==> config.mk <==
export PLATFORM = sky130hd
export DESIGN_NAME = eq_band_ctrl
export DESIGN_NICKNAME = d
export VERILOG_FILES = /design/src/rtl/eq_pkg.sv /design/src/rtl/eq_gain_ramp.sv /design/src/rtl/eq_band_ctrl.sv
export SDC_FILE = /design/constraint.sdc
export NUM_CORES = 1
export LEC_CHECK = 0
export CAP_MARGIN = 10
export CORE_MARGIN = 1.5
export CORE_UTILIZATION = 50
export CTS_CLUSTER_SIZE = 25
export DETAILED_ROUTE_END_ITERATION = 16
export PLACE_DENSITY = 0.72
export SLEW_MARGIN = 20
export SYNTH_ARGS = -nofsm -noshare
export SYNTH_HDL_FRONTEND = slang
export SYNTH_SLANG_ARGS = --single-unit
==> constraint.sdc <==
create_clock -name clk -period 2.6 [get_ports clk]
set_clock_uncertainty 0.2 [all_clocks]
set_input_delay 0.39 -clock clk [delete_from_list [all_inputs] [get_ports clk]]
set_output_delay 0.39 -clock clk [all_outputs]
set_load 0.01 [all_outputs]
==> src/rtl/eq_pkg.sv <==
// Shared definitions for the equalizer band controller.
// Default sizes, FSM state encoding and gain type.
package eq_pkg;

    localparam int DEF_NUM_BANDS = 8;
    localparam int DEF_GAIN_W    = 3;
    localparam int DEF_IDX_W     = 3;

    typedef enum logic {
        IDLE = 1'b0,
        RAMP = 1'b1
    } state_t;

    typedef logic [DEF_GAIN_W-1:0] gain_t;

endpackage

==> src/rtl/eq_gain_ramp.sv <==
// Per-band gain ramp: walks the live gain one LSB per step
// toward the effective target and sequences the band enable.
module eq_gain_ramp
    import eq_pkg::*;
#(
    parameter int GAIN_W = DEF_GAIN_W
) (
    input  logic              clk,
    input  logic              rst_n,
    input  logic              step,
    input  logic              tgt_ena,
    input  logic [GAIN_W-1:0] tgt_gain,
    output logic [GAIN_W-1:0] gain,
    output logic              ena,
    output logic              settled
);

    logic [GAIN_W-1:0] cur_q;
    logic [GAIN_W-1:0] cur_d;
    logic              ena_q;
    logic              ena_d;
    logic [GAIN_W-1:0] eff;

    assign eff = tgt_ena ? tgt_gain : '0;

    // Step toward eff and hold enable until the gain reaches zero.
    always_comb begin
        cur_d = cur_q;
        ena_d = ena_q;
        if (step) begin
            if (cur_q < eff) begin
                cur_d = cur_q + GAIN_W'(1);
            end else if (cur_q > eff) begin
                cur_d = cur_q - GAIN_W'(1);
            end
        end
        if (tgt_ena) begin
            ena_d = 1'b1;
        end else if (cur_q == '0) begin
            ena_d = 1'b0;
        end
    end

    // Live gain and enable registers.
    always_ff @(posedge clk or negedge rst_n) begin
        if (!rst_n) begin
            cur_q <= '0;
            ena_q <= 1'b0;
        end else begin
            cur_q <= cur_d;
            ena_q <= ena_d;
        end
    end

    assign gain    = cur_q;
    assign ena     = ena_q;
    assign settled = (cur_q == eff) && (ena_q == tgt_ena);

endmodule

==> src/rtl/eq_band_ctrl.sv <==
// Equalizer band configuration sequencer: staged writes,
// atomic commit to all bands, then zipper-free gain ramps.
module eq_band_ctrl
    import eq_pkg::*;
#(
    parameter int NUM_BANDS = DEF_NUM_BANDS,
    parameter int GAIN_W    = DEF_GAIN_W,
    parameter int IDX_W     = DEF_IDX_W
) (
    input  logic                        clk,
    input  logic                        rst_n,
    input  logic                        cfg_valid,
    output logic                        cfg_ready,
    input  logic [IDX_W-1:0]            cfg_band,
    input  logic                        cfg_ena,
    input  logic [GAIN_W-1:0]           cfg_gain,
    output logic                        cfg_err,
    input  logic                        commit,
    input  logic                        sample_tick,
    output logic [NUM_BANDS-1:0]        ena_out,
    output logic [NUM_BANDS*GAIN_W-1:0] gain_out,
    output logic                        busy
);

    localparam int GW = NUM_BANDS * GAIN_W;

    state_t          state_q;
    state_t          state_d;
    logic            pend_q;
    logic            pend_d;
    logic            err_q;
    logic            err_d;
    logic            load;
    logic            step;
    logic            in_range;
    logic            wr_ok;

    logic [NUM_BANDS-1:0] stg_ena_q;
    logic [NUM_BANDS-1:0] stg_ena_d;
    logic [GW-1:0]        stg_gain_q;
    logic [GW-1:0]        stg_gain_d;
    logic [NUM_BANDS-1:0] tgt_ena_q;
    logic [NUM_BANDS-1:0] tgt_ena_d;
    logic [GW-1:0]        tgt_gain_q;
    logic [GW-1:0]        tgt_gain_d;
    logic [NUM_BANDS-1:0] settled;

    assign cfg_ready = 1'b1;
    assign in_range  = int'(cfg_band) < NUM_BANDS;
    assign wr_ok     = cfg_valid && in_range;
    assign step      = sample_tick && (state_q == RAMP);
    assign busy      = (state_q != IDLE) || pend_q;
    assign cfg_err   = err_q;

    // Staging writes; out-of-range bands are dropped and flagged.
    always_comb begin
        stg_ena_d  = stg_ena_q;
        stg_gain_d = stg_gain_q;
        err_d      = cfg_valid && !in_range;
        for (int b = 0; b < NUM_BANDS; b++) begin
            if (wr_ok && cfg_band == IDX_W'(b)) begin
                stg_ena_d[b] = cfg_ena;
                stg_gain_d[b*GAIN_W +: GAIN_W] = cfg_gain;
            end
        end
    end

    // Commit sequencing: load targets in IDLE, defer commits seen in RAMP.
    always_comb begin
        state_d = state_q;
        pend_d  = pend_q;
        load    = 1'b0;
        unique case (state_q)
            IDLE: begin
                if (commit || pend_q) begin
                    load    = 1'b1;
                    pend_d  = 1'b0;
                    state_d = RAMP;
                end
            end
            RAMP: begin
                if (commit) begin
                    pend_d = 1'b1;
                end
                if (&settled) begin
                    state_d = IDLE;
                end
            end
            default: state_d = IDLE;
        endcase
        tgt_ena_d  = load ? stg_ena_q  : tgt_ena_q;
        tgt_gain_d = load ? stg_gain_q : tgt_gain_q;
    end

    // Control, staging and target registers.
    always_ff @(posedge clk or negedge rst_n) begin
        if (!rst_n) begin
            state_q    <= IDLE;
            pend_q     <= 1'b0;
            err_q      <= 1'b0;
            stg_ena_q  <= '0;
            stg_gain_q <= '0;
            tgt_ena_q  <= '0;
            tgt_gain_q <= '0;
        end else begin
            state_q    <= state_d;
            pend_q     <= pend_d;
            err_q      <= err_d;
            stg_ena_q  <= stg_ena_d;
            stg_gain_q <= stg_gain_d;
            tgt_ena_q  <= tgt_ena_d;
            tgt_gain_q <= tgt_gain_d;
        end
    end

    for (genvar b = 0; b < NUM_BANDS; b++) begin : g_band
        eq_gain_ramp #(
            .GAIN_W (GAIN_W)
        ) u_ramp (
            .clk      (clk),
            .rst_n    (rst_n),
            .step     (step),
            .tgt_ena  (tgt_ena_q[b]),
            .tgt_gain (tgt_gain_q[b*GAIN_W +: GAIN_W]),
            .gain     (gain_out[b*GAIN_W +: GAIN_W]),
            .ena      (ena_out[b]),
            .settled  (settled[b])
        );
    end

endmodule
==> results.cfg, run 1 <==
[status]
outcome = completed

[critical_path]
endpoint = g_band[3].u_ramp.gain[2]
start_kind = flop
crit_start = tgt_ena_q[3]
path_cells = nand2_1 -> ha_1 -> a21o_1 -> a21oi_1 -> inv_1 -> fa_1 -> nor3_1 -> mux2i_1 -> xnor2_1
path_depth = 9
crit_path_top_delay_cell = dfrtp_1
rr_worst_depth = 9
crit_required_ns = 2.65
crit_family = adder cells
worstPathArrival_ns = 2.52
max_stage_delay_ns = 0.44
path_max_fanout = 6
r2r_slack_ns = 0.12
r2r_start = tgt_ena_q[3]
cp_num_buf_inv = 1
timing.rr.end = g_band[3].u_ramp.gain[2]
critical_path_class = reg2reg
end_kind = flop

[pwr]
vdd_drop_max_mv = 0.5060
power_mw = 7.471
pwr_density_cell_nw_per_um2 = 1292
p_leak_nw = 2.524

[detailed_routing]
route.final.wire_length_um = 9532
num_vias = 3100
route.detailed.drc = 0
postRouteAntennaNets = 0
vias_per_cell = 5.363
drtIter0Drc = 78
wire_per_inst_um = 16.49
dr.pass1.iters = 4

[cells_and_area]
drive_above_1_share_pct = 24.94
area_delta_synth_final_pct = 18.15
nets = 489
design_area_um2 = 5782
fin_util_pct = 61.70
stdcell_count = 578
antenna_cells = 0
num-fill-cells = 784

[sta]
hold_violations = 0
setup_slack_ns = 0.1231
rsz0062_at_grt = false
whs_ns = 0.2988
timing.setup.tns_ns = 0
max_clock_freq_mhz = 403.7
setup_viol = 0
layout_worst_path_cycle_share_pct = 95.26
fin_crit_ns = 2.477
slew_violations = 0

[placed_design]
place_congestion = 0.8697
dpl.cell_count = 562
dp_slack_ns = 0.1441
placed_area_um2 = 5514
dpl.hpwl_um = 7008
io_buffers = 44

[clocking]
clock_path_buffers = 2
clockRootBuffer = clkbuf_8
cts_setup_buffers = 0
clock_latency_ns = 0.36
clock_sinks = 98
cts_tree = built
htree_num_levels = 3
numCtsBuffers = 9
clkTransAtPathRegs_ns = 0.09

[synthesis]
yosys_warnings = 0
synth-xor-area-share_pct = 4.296
synth_area_leaders = dfrtp_1, mux2_2, ha_1, xnor2_1, fa_1
synthMuxAreaShare_pct = 18.21
synthAdderAreaFrac_pct = 9.409
synth_top_family_by_area = multiplexers
synth.avg_cell_area_um2 = 12.55
ys_types = 30
synth_top_cell_by_area = dfrtp_1
seq_area_frac_synth_pct = 50.12
ys_seq_elements = 98
synth_top_cell_area_share_pct = 50.12
synth_cells = 390
synth_compound_area_share_pct = 3.989
yosys.area_share.simple_pct = 10.18
syn_area_um2 = 4893
synthesis.nets = 434

[floorplan]
coreArea_um2 = 9371
num_rows = 35
start_util_pct = 52.22
die_h_um = 101.9
io_pins = 47
dieArea_um2 = 10390
dieWidth_um = 101.9

[global_routing]
grt_max_degree = 48
grt_first_pass_wirelength_um = 15670
grt_pass1_vias = 3052
antenna_found_initial = 0
overflow = 0
grt_usage_pct = 20.25

[worst_hold_path]
hp-class = in2async

[job]
cap_violations = 0
area by class of cell:
class / count / area [µm²] / area share [%]
clock buffers: 11 / 151.4 / 2.618
well taps: 129 / 161.4 / 2.792
multi-input cells: 256 / 2270 / 39.26
inverters: 21 / 78.83 / 1.363
repair buffers: 59 / 565.5 / 9.781
clock inverters: 4 / 98.84 / 1.710
flip-flops and latches: 98 / 2456 / 42.48
cells by family (layout without fill, tap and decap cells):
family                     Yosys count  after routing
AOI/OAI and AO/OA                   32             32
xor gates and xnor gates            24             24
adders and majority gates           32             32
buffers and inverters               36             95
DFF                                 98             98
muxes                               80             80
other                                2              2
and+or+nand+nor                     86             86
cell usage in the layout (no fill, tap or decap), drive strengths merged, types with 5 or more instances in the layout:
master and instances:
nand2 18, buf 15, o31ai 8, fa 8, clkdlybuf4s50 43, dfrtp 98
and3 16, inv 21, nor3 10, clkbuf 11, mux2i 8, ha 24
and2 9, a21oi 8, nand2b 11, o21ai 10, xnor2 24, mux2 72
a21o 6, nand4 5, nand3 6
worst reg2reg max path, cell delays in order, from the launching register on:
cell	delay [ns]
dfrtp_1	0.44
nand2_1	0.08
ha_1	0.32
a21o_1	0.19
a21oi_1	0.25
inv_1	0.09
fa_1	0.38
nor3_1	0.19
mux2i_1	0.11
xnor2_1	0.13
per-layer routing:
metal / vias up / wire length [µm] / global-route usage, %
met5: - / 0 / 0
met4: 0 / 109 / 6.639
met3: 7 / 367 / 2.873
met2: 59 / 4508 / 31.28
met1: 1573 / 4547 / 29.66
li1: 1461 / - / -
worst min-delay path by stage:
stage	endpoint	slack [ns]	cells past startpoint
floorplan	g_band[0].u_ramp.ena	-0.11	0
global placement	g_band[7].u_ramp.gain[2]	0.16	1
detailed placement	g_band[7].u_ramp.gain[2]	0.15	1
CTS	stg_gain_q[18]	0.30	2
global route	tgt_gain_q[0]	0.32	1
finish	g_band[7].u_ramp.gain[2]	0.30	2
what timing repair did:
| item | CTS | global route |
|---|---|---|
| gates resized for setup | 0 | 4 |
| endpoints found under the hold margin | 28 | 0 |
| endpoints found under the setup margin | 0 | 4 |
| hold buffers | 1 | 0 |
power breakdown:
part	switching, mW	internal, mW	leakage (nW)	total [mW]
Sequential	0.613	2.16	1.15	2.77
Combinational	1.51	1.98	1.25	3.49
Clock	0.514	0.689	0.126	1.20
Total	2.64	4.83	2.52	7.47
synth_stat cells, drive strengths merged:
master and number:
dfrtp 98, o31ai 8, ha 24, nand4 5
nor2b 2, nand3 6, buf 13, a21oi 8
nand4b 3, clkbuf 2, nor4 1, mux2 72
nor2 2, or2 1, xnor2 24, o21ai 10
mux2i 8, nor3b 2, nand2b 11, and2 9
nor3 10, fa 8, a21o 6, and3 16
inv 21, nand2 18, conb 2
flip-flops by register name, summed over array words and instances, names as in the netlist:
signal	flops
stg_gain_q	24
state_q	1
g_band.u_ramp.gain	24
g_band.u_ramp.ena	8
tgt_gain_q	24
pend_q	1
tgt_ena_q	8
stg_ena_q	8
No activity file was read; power rests on OpenSTA's default activity.
==> inputs of run 2 (changes only) <==
--- a/config.mk
+++ b/config.mk
@@ -6,11 +6,12 @@
 export NUM_CORES = 1
 export LEC_CHECK = 0
 export CAP_MARGIN = 10
+export CORE_ASPECT_RATIO = 1.2
 export CORE_MARGIN = 1.5
-export CORE_UTILIZATION = 50
+export CORE_UTILIZATION = 57
 export CTS_CLUSTER_SIZE = 25
 export DETAILED_ROUTE_END_ITERATION = 16
-export PLACE_DENSITY = 0.72
+export PLACE_DENSITY = 0.81
 export SLEW_MARGIN = 20
 export SYNTH_ARGS = -nofsm -noshare
 export SYNTH_HDL_FRONTEND = slang
==> results.cfg, run 2 (synthesized netlist as in run 1, its figures left out) <==
[status]
outcome = completed

[critical_path]
crit_required_ns = 2.69
end_kind = flop
critical_path_class = reg2reg
rr_worst_depth = 9
crit_path_top_delay_cell = dfrtp_1
path_cells = nand2_1 -> ha_1 -> a21o_1 -> a21oi_1 -> inv_1 -> fa_1 -> and3_1 -> mux2i_1 -> xnor2_1
worstPathArrival_ns = 2.53
start_kind = flop
path_max_fanout = 6
max_stage_delay_ns = 0.44

[placed_design]
dpl.cell_count = 544
place_congestion = 0.8731
dpl.hpwl_um = 7018
io_buffers = 44
placed_area_um2 = 5485

[detailed_routing]
vias_per_cell = 5.623
num_vias = 3160
drtIter0Drc = 192
dr.pass1.iters = 4
postRouteAntennaNets = 0
route.detailed.drc = 0
wire_per_inst_um = 17.15
route.final.wire_length_um = 9639

[pwr]
vdd_drop_max_mv = 0.7080
p_comb_share_pct = 49.1
pwr_density_cell_nw_per_um2 = 1280
power_frac_clock_pct = 13.0
pwr-share-seq_pct = 37.9
power_mw = 7.308
p_int_mw = 4.607
p_leak_nw = 2.496
switchingPower_mw = 2.701
swShare_pct = 36.96

[clocking]
numCtsBuffers = 9
htree_num_levels = 3
clock_latency_ns = 0.36
clock_path_buffers = 2
clkTransAtPathRegs_ns = 0.10
cts_tree = built
clockRootBuffer = clkbuf_8
clock_sinks = 98

[global_routing]
grt_max_degree = 53
grt_first_pass_wirelength_um = 16050
antenna_found_initial = 0
grt_usage_pct = 23.14
grt_pass1_vias = 3261
overflow = 0

[cells_and_area]
area_delta_synth_final_pct = 16.72
stdcell_count = 562
mostFrequentLayoutCell = dfrtp_1
nets = 487
design_area_um2 = 5712
mostFrequentLayoutCells = dfrtp_1, mux2_2, clkdlybuf4s50_1
multiInputGateArea_um2 = 2273
fin_util_pct = 69.29
drive_above_1_share_pct = 24.78
antenna_cells = 0
ff_latch_area_um2 = 2455
num-fill-cells = 590

[floorplan]
coreArea_um2 = 8243
dieArea_um2 = 9152
start_util_pct = 59.37
num_rows = 36
dieWidth_um = 87.58
io_pins = 47
die_h_um = 104.5

[sta]
timing.setup.tns_ns = 0
fin_crit_ns = 2.432
slew_violations = 0
layout_worst_path_cycle_share_pct = 93.55
setup_viol = 0
tightest_slew_ns = 0.6866
hold_violations = 0
rsz0062_at_grt = false
slew_headroom_pct = 54.22
max_clock_freq_mhz = 411.1

[job]
cap_violations = 0

[worst_hold_path]
hold_path_depth = 1
hp-class = reg2reg
run 2: layout make-up:
type	instances	share of cell area (%)
sequential	98	42.98
multi-input combinational	256	39.80
timing repair buffer	57	9.858
clock buffer	12	2.892
tap	114	2.497
inverter	21	1.380
clock inverter	4	0.5915
run 2: per-stage QoR:
stage	setup slack [ns]	hold slack [ns]
2_1_floorplan	0.2555	-0.1056
3_3_place_gp	0.2254	0.2670
3_5_place_dp	0.09994	0.2752
4_1_cts	0.08220	0.3090
5_1_grt	0.01067	0.3142
6_report	0.1677	0.3037
run 2: power by group through the flow:
stage                     logic [mW]  clock network (mW)  registers (mW)
final                           3.59               0.952            2.77
after global routing            3.99                1.03            2.87
after CTS                       3.58               0.972            2.77
after detailed placement        3.56                   0            2.79
after global placement          3.33                   0            2.76
after floorplan                 2.33                   0            2.73
run 2: metal layers:
layer / track usage [%] / routed length (µm) / vias to the layer above
li1: - / - / 1459
met1: 29.71 / 4180 / 1613
met2: 37.80 / 4773 / 64
met3: 3.810 / 343 / 24
met4: 10.77 / 342 / 0
met5: 0 / 0 / -
run 2: path summary, 6_finish.rpt:
check / startpoint / end / slack [ns]
worst max-delay path: tgt_ena_q[3] / g_band[3].u_ramp.gain[2] / 0.17
worst min register to register: tgt_gain_q[3] / tgt_gain_q[3] / 0.30
min in group asynchronous: rst_n / g_band[6].u_ramp.gain[1] / 0.41
max in group asynchronous: rst_n / tgt_gain_q[4] / 1.14
worst min-delay path: tgt_gain_q[3] / tgt_gain_q[3] / 0.30
worst max register to register: tgt_ena_q[3] / g_band[3].u_ramp.gain[2] / 0.17
run 2: repair_timing:
action | in CTS | in global routing
buffers inserted | 0 | 1
gates resized for setup | 0 | 4
endpoints found under the setup margin | 0 | 4
endpoints found under the hold margin | 50 | 0
hold buffers | 1 | 0
run 2: critical path: cells and delay by family, from the launching register on:
family	cells	cell delay (ns)
XOR/XNOR	1	0.14
buffers and inverters	1	0.08
multiplexers	1	0.20
flip-flops	1	0.44
AND/OR/NAND/NOR	2	0.25
adder cells (fa/ha/maj)	2	0.69
AO/OA/AOI/OAI	2	0.38
